## config.mk

```make
export PLATFORM = sky130hd
export DESIGN_NAME = pixel_stream_source
export DESIGN_NICKNAME = d
export VERILOG_FILES = /design/src/rtl/pixel_stream_source.sv
export SDC_FILE = /design/constraint.sdc
export NUM_CORES = 1
export LEC_CHECK = 0
export CORE_AREA = 2 2 85 169
export DETAILED_ROUTE_END_ITERATION = 8
export DIE_AREA = 0 0 87 171
export HOLD_SLACK_MARGIN = 0.02
export PLACE_DENSITY_LB_ADDON = 0.05
export SKIP_LAST_GASP = 1
export SLEW_MARGIN = 10
export SYNTH_ARGS = -nofsm -noshare
export SYNTH_HDL_FRONTEND = slang
export SYNTH_SLANG_ARGS = --single-unit
```

## constraint.sdc

```tcl
create_clock -name clock -period 3.7 [get_ports clock]
set_clock_uncertainty 0.1 [all_clocks]
set_input_delay 0.555 -clock clock [delete_from_list [all_inputs] [get_ports clock]]
set_output_delay 0.555 -clock clock [all_outputs]
set_load 0.05 [all_outputs]
```

## src/rtl/pixel_stream_source.sv

```systemverilog
// pixel_stream_source: walks a WIDTH x HEIGHT frame interleaved across
// NUM_SOLVERS result memories and issues reads with READ_LATENCY. The
// returned data is colour-mapped to RGB565 and queued in a credit-controlled
// show-ahead FIFO that feeds an Avalon-ST video sink.
// Ports:
//   clock, reset_n           single clock, async active-low reset
//   enable, color_mode       frame start / palette (latched at frame start)
//   rd_en, rd_solver_id,
//   rd_addr, rd_data         solver memory read port
//   stream_*                 Avalon-ST source (ready/valid, sop/eop, RGB565)
//   busy, frame_done,
//   frame_count              status

package pixel_stream_source_pkg;
  typedef struct packed {
    logic [15:0] data;
    logic        sop;
    logic        eop;
  } pix_t;
endpackage

module pixel_stream_source
  import pixel_stream_source_pkg::*;
#(
  parameter int unsigned NUM_SOLVERS  = 29,
  parameter int unsigned WIDTH        = 640,
  parameter int unsigned HEIGHT       = 480,
  parameter int unsigned DATA_W       = 4,
  parameter int unsigned READ_LATENCY = 2,
  parameter int unsigned FIFO_DEPTH   = 8,
  parameter int unsigned ID_W         = 6,
  parameter int unsigned ADDR_W       = 19
) (
  input  logic              clock,
  input  logic              reset_n,
  input  logic              enable,
  input  logic [1:0]        color_mode,
  output logic              rd_en,
  output logic [ID_W-1:0]   rd_solver_id,
  output logic [ADDR_W-1:0] rd_addr,
  input  logic [DATA_W-1:0] rd_data,
  input  logic              stream_ready,
  output logic              stream_valid,
  output logic              stream_startofpacket,
  output logic              stream_endofpacket,
  output logic [15:0]       stream_data,
  output logic              busy,
  output logic              frame_done,
  output logic [15:0]       frame_count
);

  localparam int unsigned NUM_PIX = WIDTH * HEIGHT;
  localparam int unsigned PIX_W   = (NUM_PIX > 1) ? $clog2(NUM_PIX) : 1;
  localparam int unsigned OCC_W   = $clog2(FIFO_DEPTH + 1);
  localparam int unsigned PTR_W   = (FIFO_DEPTH > 1) ? $clog2(FIFO_DEPTH) : 1;
  localparam int unsigned REP     = 6 / DATA_W + 1;
  localparam int unsigned REP_W   = REP * DATA_W;

  typedef enum logic [1:0] {S_IDLE, S_ACTIVE, S_DRAIN} state_t;

  state_t                  state_q, state_d;
  logic                    start_c, issue_c, done_c;
  logic [ID_W-1:0]         id_q;
  logic [ADDR_W-1:0]       addr_q;
  logic [PIX_W-1:0]        pix_q;
  logic [1:0]              mode_q;
  logic [OCC_W-1:0]        occ_q;
  logic [READ_LATENCY-1:0] sb_vld, sb_sop, sb_eop;
  pix_t                    fifo_mem [FIFO_DEPTH];
  logic [PTR_W-1:0]        wr_ptr, rd_ptr;
  logic [OCC_W-1:0]        fifo_cnt;
  logic                    last_c, pop_c, wr_c, empty_c;
  pix_t                    head_c, wr_entry_c;

  // RGB565 colour map; fields are filled MSB-first by repeating the value bits
  function automatic logic [15:0] colour_map(input logic [DATA_W-1:0] d,
                                             input logic [1:0] mode);
    logic [DATA_W-1:0] v;
    logic [REP_W-1:0]  rep;
    logic [4:0]        r5;
    logic [5:0]        g6;
    logic [5:0]        g_only;
    v      = (mode == 2'd2) ? ~d : d;
    rep    = {REP{v}};
    r5     = 5'(rep >> (REP_W - 5));
    g6     = 6'(rep >> (REP_W - 6));
    g_only = 6'({v, 6'b0} >> DATA_W);
    case (mode)
      2'd0:    colour_map = {5'b0, g_only, 5'b0};
      2'd3:    colour_map = (&d) ? 16'h0000 : {r5, g6, r5};
      default: colour_map = {r5, g6, r5};
    endcase
  endfunction

  assign last_c  = (pix_q == PIX_W'(NUM_PIX - 1));
  assign empty_c = (fifo_cnt == '0);
  assign head_c  = fifo_mem[rd_ptr];
  assign pop_c   = !empty_c && stream_ready;
  assign wr_c    = sb_vld[READ_LATENCY-1];

  // Frame sequencing; reads issue only while a credit is free
  always_comb begin
    state_d = state_q;
    start_c = 1'b0;
    issue_c = 1'b0;
    done_c  = 1'b0;
    case (state_q)
      S_IDLE: begin
        if (enable) begin
          start_c = 1'b1;
          state_d = S_ACTIVE;
        end
      end
      S_ACTIVE: begin
        issue_c = (occ_q < OCC_W'(FIFO_DEPTH));
        if (issue_c && last_c) state_d = S_DRAIN;
      end
      S_DRAIN: begin
        if (pop_c && head_c.eop) begin
          done_c  = 1'b1;
          state_d = S_IDLE;
        end
      end
      default: state_d = S_IDLE;
    endcase
  end

  always_ff @(posedge clock or negedge reset_n) begin
    if (!reset_n) state_q <= S_IDLE;
    else          state_q <= state_d;
  end

  // Pixel walk: id cycles through the solvers, addr steps when id wraps
  always_ff @(posedge clock or negedge reset_n) begin
    if (!reset_n) begin
      id_q   <= '0;
      addr_q <= '0;
      pix_q  <= '0;
      mode_q <= '0;
    end else if (start_c) begin
      id_q   <= '0;
      addr_q <= '0;
      pix_q  <= '0;
      mode_q <= color_mode;
    end else if (issue_c) begin
      pix_q <= pix_q + PIX_W'(1);
      if (id_q == ID_W'(NUM_SOLVERS - 1)) begin
        id_q   <= '0;
        addr_q <= addr_q + ADDR_W'(1);
      end else begin
        id_q <= id_q + ID_W'(1);
      end
    end
  end

  // Credits cover both in-flight reads and FIFO entries
  always_ff @(posedge clock or negedge reset_n) begin
    if (!reset_n) occ_q <= '0;
    else if (issue_c && !pop_c) occ_q <= occ_q + OCC_W'(1);
    else if (!issue_c && pop_c) occ_q <= occ_q - OCC_W'(1);
  end

  // Sideband flags ride alongside each read for READ_LATENCY cycles
  always_ff @(posedge clock or negedge reset_n) begin
    if (!reset_n) begin
      sb_vld <= '0;
      sb_sop <= '0;
      sb_eop <= '0;
    end else begin
      sb_vld <= READ_LATENCY'({sb_vld, issue_c});
      sb_sop <= READ_LATENCY'({sb_sop, issue_c && (pix_q == '0)});
      sb_eop <= READ_LATENCY'({sb_eop, issue_c && last_c});
    end
  end

  assign wr_entry_c = '{data: colour_map(rd_data, mode_q),
                        sop:  sb_sop[READ_LATENCY-1],
                        eop:  sb_eop[READ_LATENCY-1]};

  // Show-ahead FIFO; credits guarantee it never overflows
  always_ff @(posedge clock or negedge reset_n) begin
    if (!reset_n) begin
      wr_ptr   <= '0;
      rd_ptr   <= '0;
      fifo_cnt <= '0;
    end else begin
      if (wr_c)  wr_ptr <= wr_ptr + PTR_W'(1);
      if (pop_c) rd_ptr <= rd_ptr + PTR_W'(1);
      if (wr_c && !pop_c)      fifo_cnt <= fifo_cnt + OCC_W'(1);
      else if (!wr_c && pop_c) fifo_cnt <= fifo_cnt - OCC_W'(1);
    end
  end

  always_ff @(posedge clock) begin
    if (wr_c) fifo_mem[wr_ptr] <= wr_entry_c;
  end

  // Frame completion status
  always_ff @(posedge clock or negedge reset_n) begin
    if (!reset_n) begin
      frame_done  <= 1'b0;
      frame_count <= '0;
    end else begin
      frame_done <= done_c;
      if (done_c) frame_count <= frame_count + 16'd1;
    end
  end

  assign rd_en                = issue_c;
  assign rd_solver_id         = issue_c ? id_q : '0;
  assign rd_addr              = issue_c ? addr_q : '0;
  assign stream_valid         = !empty_c;
  assign stream_data          = empty_c ? 16'h0000 : head_c.data;
  assign stream_startofpacket = !empty_c && head_c.sop;
  assign stream_endofpacket   = !empty_c && head_c.eop;
  assign busy                 = (state_q != S_IDLE);

endmodule

```

==> results.cfg, run 1 <==
[run_status]
status = finished, final reports clean

[timing]
min_period_ns = 3.38
slew_violations = 0
rsz0062_at_grt = false
hold_viol = 0
min_period_over_period_pct = 91.3
setup_viol = 0
max_freq_ghz = 0.296
fin_ws_ns = 0.323
maxSlewHeadroom_pct = 23.7
setup_tns_ns = 0
tightest_slew_ns = 1.14

[die]
die_h_um = 171
rows = 61
die_x_um = 87
coreArea_um2 = 13700
initial_core_util_pct = 55.7
die_area_um2 = 14900
ios = 73

[pwr]
p_leak_nw = 3.52
p_int_mw = 4.42
combPwrFrac_pct = 39.3
ir_drop_mv = 0.721
power.switching_mw = 2.89
p_sw_share_pct = 39.6
seq_power_share_pct = 37.4
power_density_nw_per_um2 = 809
p_clk_share_pct = 23.4

[clock_tree]
cts_tree = built
cts_sinks = 165
cts-hold-fix-buffers = 0
cts_root_buf = clkbuf_16
clock_latency_ns = 0.42
cts_buffers = 17
cts_max_path_buffers = 2
cts_setup_buffers = 0
htreeDepth = 4
clk_pin_slew_ns = 0.07

[worst_setup_path]
crit_path_cell_trace = nor4_2 -> buf_4 -> nor2_1 -> clkdlybuf4s50_1
crit_arrival_ns = 2.72
critPathMaxFanout = 6
cp.required_ns = 3.04
slowest_stage = nor4_2
max_stage_delay_ns = 0.79
end_kind = primary output
critPathKind = flip-flop to primary output
cp-start-kind = flip-flop

[min_path]
min_path_type = primary input to asynchronous set/reset pin

[logic_synthesis]
synth_top_area_cell = edfxtp_1
yosys.cell_types.count = 47
synth_edf_count = 80
synth_async_sr_flop_share_pct = 51.5
synth.top_cell.area_share_pct = 31.6
synthCells = 605
netlist_area_um2 = 7600
syn_nets = 634
synth-main-ff-cell = dfrtp_1
ys_ff_latch = 165
yosysSeqAreaShare_pct = 59.6
synth_area_leaders = edfxtp_1 (32%), dfrtp_1 (28%), mux4_2 (5.3%)
synth_warnings = 0
avgSynthCellArea_um2 = 12.6

[placement]
place_congestion = 0.784
pre_cts_slack_ns = 0.537
hpwl_mm = 9.39
portBuffers = 72

[global_route]
grt_pass1_wl_mm = 24.0
grt_pass1_vias = 4726
overflow = 0
antenna_found_initial = 0
track_usage_pct = 21.0
grt_max_degree = 76

[detailed_routing]
drc = 0
vias = 4747
vias_per_cell = 5.63
dr.pass1.iters = 5
drtAntennaViolNets = 0
drtIter0Drc = 277
wl_mm = 14.5
routedWlPerCell_um = 17.2

[cells_and_area]
regArea_um2 = 4530
n_fill_cell = 1024
finalNetCount = 702
antennaDiodeCount = 0
fin_util_pct = 66.1
multi_input_area_um2 = 2880
area_delta_synth_final_pct = 18.8
drive_above_1_share_pct = 10.9

[job]
max_cap_violations = 0
kinds of logic after synthesis:
logic type / count (synthesis) / share of synthesized area (%)
buf+inv: 49 / 2.91
mux: 39 / 8.18
xor+xnor: 58 / 6.68
compound gates: 43 / 3.51
fa+ha+maj: 19 / 3.32
simple gates: 232 / 15.8
flops: 165 / 59.6
placed cells by master, fill, tap and decap left out, drive strengths merged, types with 17 or more instances in the layout:
master,instances
edfxtp,80
nand2,35
xnor2,43
clkdlybuf4s50,71
mux4,18
nor3,19
and2,25
inv,25
nand3,18
dfrtp,85
ha,17
clkbuf,17
nor2,72
critical path, delay by kind of cell, from the launching register on:
family,cells,cell delay [ns]
DFF,1,0.46
and+or+nand+nor,2,0.86
buffers and inverters,2,0.98
state kept, by name, summed over array words and instances, names as in the netlist:
register and cells:
addr_q 19, sb_sop 2, pix_q 19, frame_count 16, fifo_cnt 4, occ_q 4, state_q 2, fifo_mem 80
rd_ptr 3, mode_q 2, sb_vld 2, sb_eop 2, id_q 6, frame_done 1, wr_ptr 3
metal layers:
layer  global-route usage, %  wire length (µm)
met3                    4.34               503
met5                       0                 0
met2                    32.8              7060
met1                    29.4              6660
met4                    7.13               243
path summary, 6_finish.rpt:
kind                                    startpoint                          end  slack [ns]  depth (start not counted)
max                        fifo_cnt[0]$_DFFE_PN0P_               stream_data[3]        0.32                          4
min                                        reset_n        rd_ptr[1]$_DFFE_PN0P_        0.16                          1
max reg2reg                 state_q[1]$_DFFE_PN0P_       addr_q[11]$_DFFE_PN0P_        0.78                          8
min reg2reg                    sb_vld[0]$_DFF_PN0_          sb_vld[1]$_DFF_PN0_        0.25                          0
max in group asynchronous                  reset_n  frame_count[13]$_DFFE_PN0P_        2.60                          2
min in group clock             sb_vld[0]$_DFF_PN0_          sb_vld[1]$_DFF_PN0_        0.25                          0
what timing repair did:
action / in CTS / in global routing
resized for setup: 0 / 1
endpoints found under the setup margin: 0 / 6
hold endpoints to repair: 0 / 0
metrics by stage:
| stage | hold WS, ns | area [µm²] | instances | power, mW |
|---|---|---|---|---|
| after floorplan | 0.159 | 7600 | 605 | 4.91 |
| after global placement | 0.232 | 8440 | 811 | 5.60 |
| after detailed placement | 0.235 | 8440 | 811 | 5.67 |
| after CTS | 0.222 | 9030 | 843 | 7.39 |
| after global routing | 0.265 | 9030 | 843 | 7.70 |
| final | 0.164 | 9030 | 843 | 7.31 |
power groups by stage:
stage	Sequential, mW	Clock, mW	Combinational (mW)
floorplan	2.62	0	2.29
global placement	2.75	0	2.85
detailed placement	2.77	0	2.90
CTS	2.74	1.74	2.91
global route	2.78	1.81	3.11
finish	2.73	1.71	2.87
synth_stat cells (6+ instances only):
library cell and instances:
or3_1 6, mux4_2 18, nand2_1 35, nand4_1 9, xor2_1 15, o21ai_0 16, mux2i_1 16, a21oi_1 15
buf_2 6, xnor2_1 43, edfxtp_1 80, dfrtp_1 85, nor4_1 9, clkbuf_1 15, nor3_1 19, nor2_1 72
inv_1 18, nand3_1 18, and2_1 25, buf_4 8, ha_1 17, and3_1 8
cell type report:
class | count | area share, %
sequential | 165 | 50.1
multi-input combinational | 391 | 31.8
timing repair buffer | 79 | 8.53
clock buffer | 17 | 4.71
tap | 157 | 2.17
clock inverter | 15 | 1.83
inverter | 19 | 0.789
(Power assumes the default switching activity.)
==> run 2: changes to the inputs <==
ABC_AREA = 0   (was not set)
SKIP_LAST_GASP = not set   (was 1)
==> results of run 2 <==
Same layout as run 1: the final DEF is identical, and so are final timing and power.
==> run 3: changes to the inputs <==
PLACE_DENSITY = 0.86   (was not set)
PLACE_DENSITY_LB_ADDON = not set   (was 0.05)
==> run 3 against run 2 <==
Final cell count shrank 0.12%. Global-route usage grew 0.47 points. Critical endpoint is now stream_data[9]. Clock-buffer cell count is the same. Power grew 1.5%. Sequential cell count is the same. Via count grew 3.0%. Die area is the same. Sequential share of layout area grew 0.083 points. Clock power is essentially flat. Critical path depth grew 1. Cell area shrank 0.19%. Hold slack gained 0.034 ns.
==> results.cfg, run 3 (same netlist as run 1, synthesis figures left out) <==
[timing]
slew_violations = 0
maxSlewHeadroom_pct = 19.6
setup_viol = 0
tightest_slew_ns = 1.20
setup_tns_ns = 0
min_period_over_period_pct = 93.8
max_freq_ghz = 0.288
rsz0062_at_grt = false
min_period_ns = 3.47
hold_viol = 0

[pwr]
power_density_nw_per_um2 = 823
ir_drop_mv = 0.629
p_leak_nw = 3.53

[clock_tree]
clk_pin_slew_ns = 0.07
cts_max_path_buffers = 2
cts_setup_buffers = 0
clock_latency_ns = 0.43
htreeDepth = 4
cts-hold-fix-buffers = 0
ctsResizeCount = 0
cts_root_buf = clkbuf_16
cts_tree = built
cts_sinks = 165
cts_buffers = 17

[cells_and_area]
fin_cells = 842
n_fill_cell = 927
drive_above_1_share_pct = 11.5
largest_register = fifo_mem
finalNetCount = 701
antennaDiodeCount = 0
layout_commonest_cell = dfrtp_1
layout_common_cells = dfrtp_1 (85), edfxtp_1 (80), nor2_1 (72), clkdlybuf4s50_1 (66), xnor2_1 (43)
area_delta_synth_final_pct = 18.6
biggestRegsByFlops = fifo_mem: 80 flops, addr_q: 19 flops, pix_q: 19 flops
largest_reg_flops = 80

[global_route]
grt_max_degree = 86
grt_pass1_wl_mm = 24.4
overflow = 0
grt_pass1_vias = 4860
track_usage_pct = 21.5
antenna_found_initial = 0

[die]
die_h_um = 171
coreArea_um2 = 13700
rows = 61
die_x_um = 87
initial_core_util_pct = 55.7
ios = 73
die_area_um2 = 14900

[worst_setup_path]
critPathKind = flip-flop to primary output
end_kind = primary output
max_stage_delay_ns = 0.81
cp-start-kind = flip-flop
crit_arrival_ns = 2.81
cp.required_ns = 3.04
crit_path_cell_trace = buf_4 -> mux4_2 -> mux2i_1 -> nor2_1 -> clkdlybuf4s50_1
slowest_stage = dfrtp_1
critPathMaxFanout = 18

[detailed_routing]
drtIter0Drc = 444
route.met3.wl_um = 732
wl_mm = 15.0
wl_met2_mm = 7.84
wl_met1_mm = 6.14
routedWlPerCell_um = 17.8
drc = 0
dr.pass1.iters = 5
vias = 4891
drtAntennaViolNets = 0
vias_per_cell = 5.81
top_layer = met4

[run_status]
status = finished, final reports clean

[placement]
dp_cells = 810
portBuffers = 72
place_congestion = 0.800
hpwl_mm = 9.30

[job]
max_cap_violations = 0

[min_path]
min_path_type = primary input to asynchronous set/reset pin
==> run 3: changes by cell type in the layout (fill, tap and decap cells not counted), moves of 2 or more <==
| cell | change |
|---|---|
| inv_6 | +2 |
| clkdlybuf4s50_1 | -5 |
| buf_4 | +4 |
| inv_8 | +2 |
==> run 3: cell type report <==
type | instances | area, µm² | share of cell area, %
tap | 157 | 196 | 2.18
inverter | 19 | 71.3 | 0.791
timing repair buffer | 78 | 751 | 8.33
multi-input combinational | 391 | 2880 | 31.9
clock buffer | 17 | 425 | 4.72
sequential | 165 | 4530 | 50.2
clock inverter | 15 | 169 | 1.87
==> run 3: stage by stage <==
stage	hold WS [ns]	worst slack, ns	total power [mW]	cell area, µm²	util, %
floorplan	0.159	0.481	4.91	7600	-
global placement	0.236	0.752	5.56	8420	61.7
detailed placement	0.238	0.711	5.66	8420	61.7
CTS	0.243	0.208	7.46	9020	66.0
global route	0.260	0.139	7.76	9020	66.0
finish	0.198	0.231	7.42	9020	66.0
==> run 3: critical path: cells and delay by family (launching register included) <==
kind | cells | cell delay [ns]
AND/OR/NAND/NOR | 1 | 0.07
flip-flops | 1 | 0.81
buffers and inverters | 2 | 0.99
multiplexers | 2 | 0.52
==> run 3: path summary, 6_finish.rpt <==
kind	startpoint	end	slack, ns	cells past startpoint
worst min register to register	sb_eop[0]$_DFF_PN0_	sb_eop[1]$_DFF_PN0_	0.26	0
worst min-delay path	reset_n	rd_ptr[2]$_DFFE_PN0P_	0.20	1
worst max-delay path	rd_ptr[1]$_DFFE_PN0P_	stream_data[9]	0.23	5
max in group asynchronous	reset_n	pix_q[1]$_DFFE_PN0P_	2.62	1
worst max register to register	fifo_cnt[0]$_DFFE_PN0P_	fifo_cnt[3]$_DFFE_PN0P_	0.73	9
min in group clock	sb_eop[0]$_DFF_PN0_	sb_eop[1]$_DFF_PN0_	0.26	0
==> run 3: layer usage <==
layer	track usage [%]	vias up
met5	0	-
met4	6.59	0
met3	4.49	22
met2	36.4	144
met1	27.4	2444
li1	-	2281
==> run 3: report_power, final <==
group | total (mW) | internal [mW] | switching, mW
Clock | 1.74 | 0.913 | 0.830
Combinational | 2.94 | 1.09 | 1.85
Sequential | 2.74 | 2.42 | 0.322
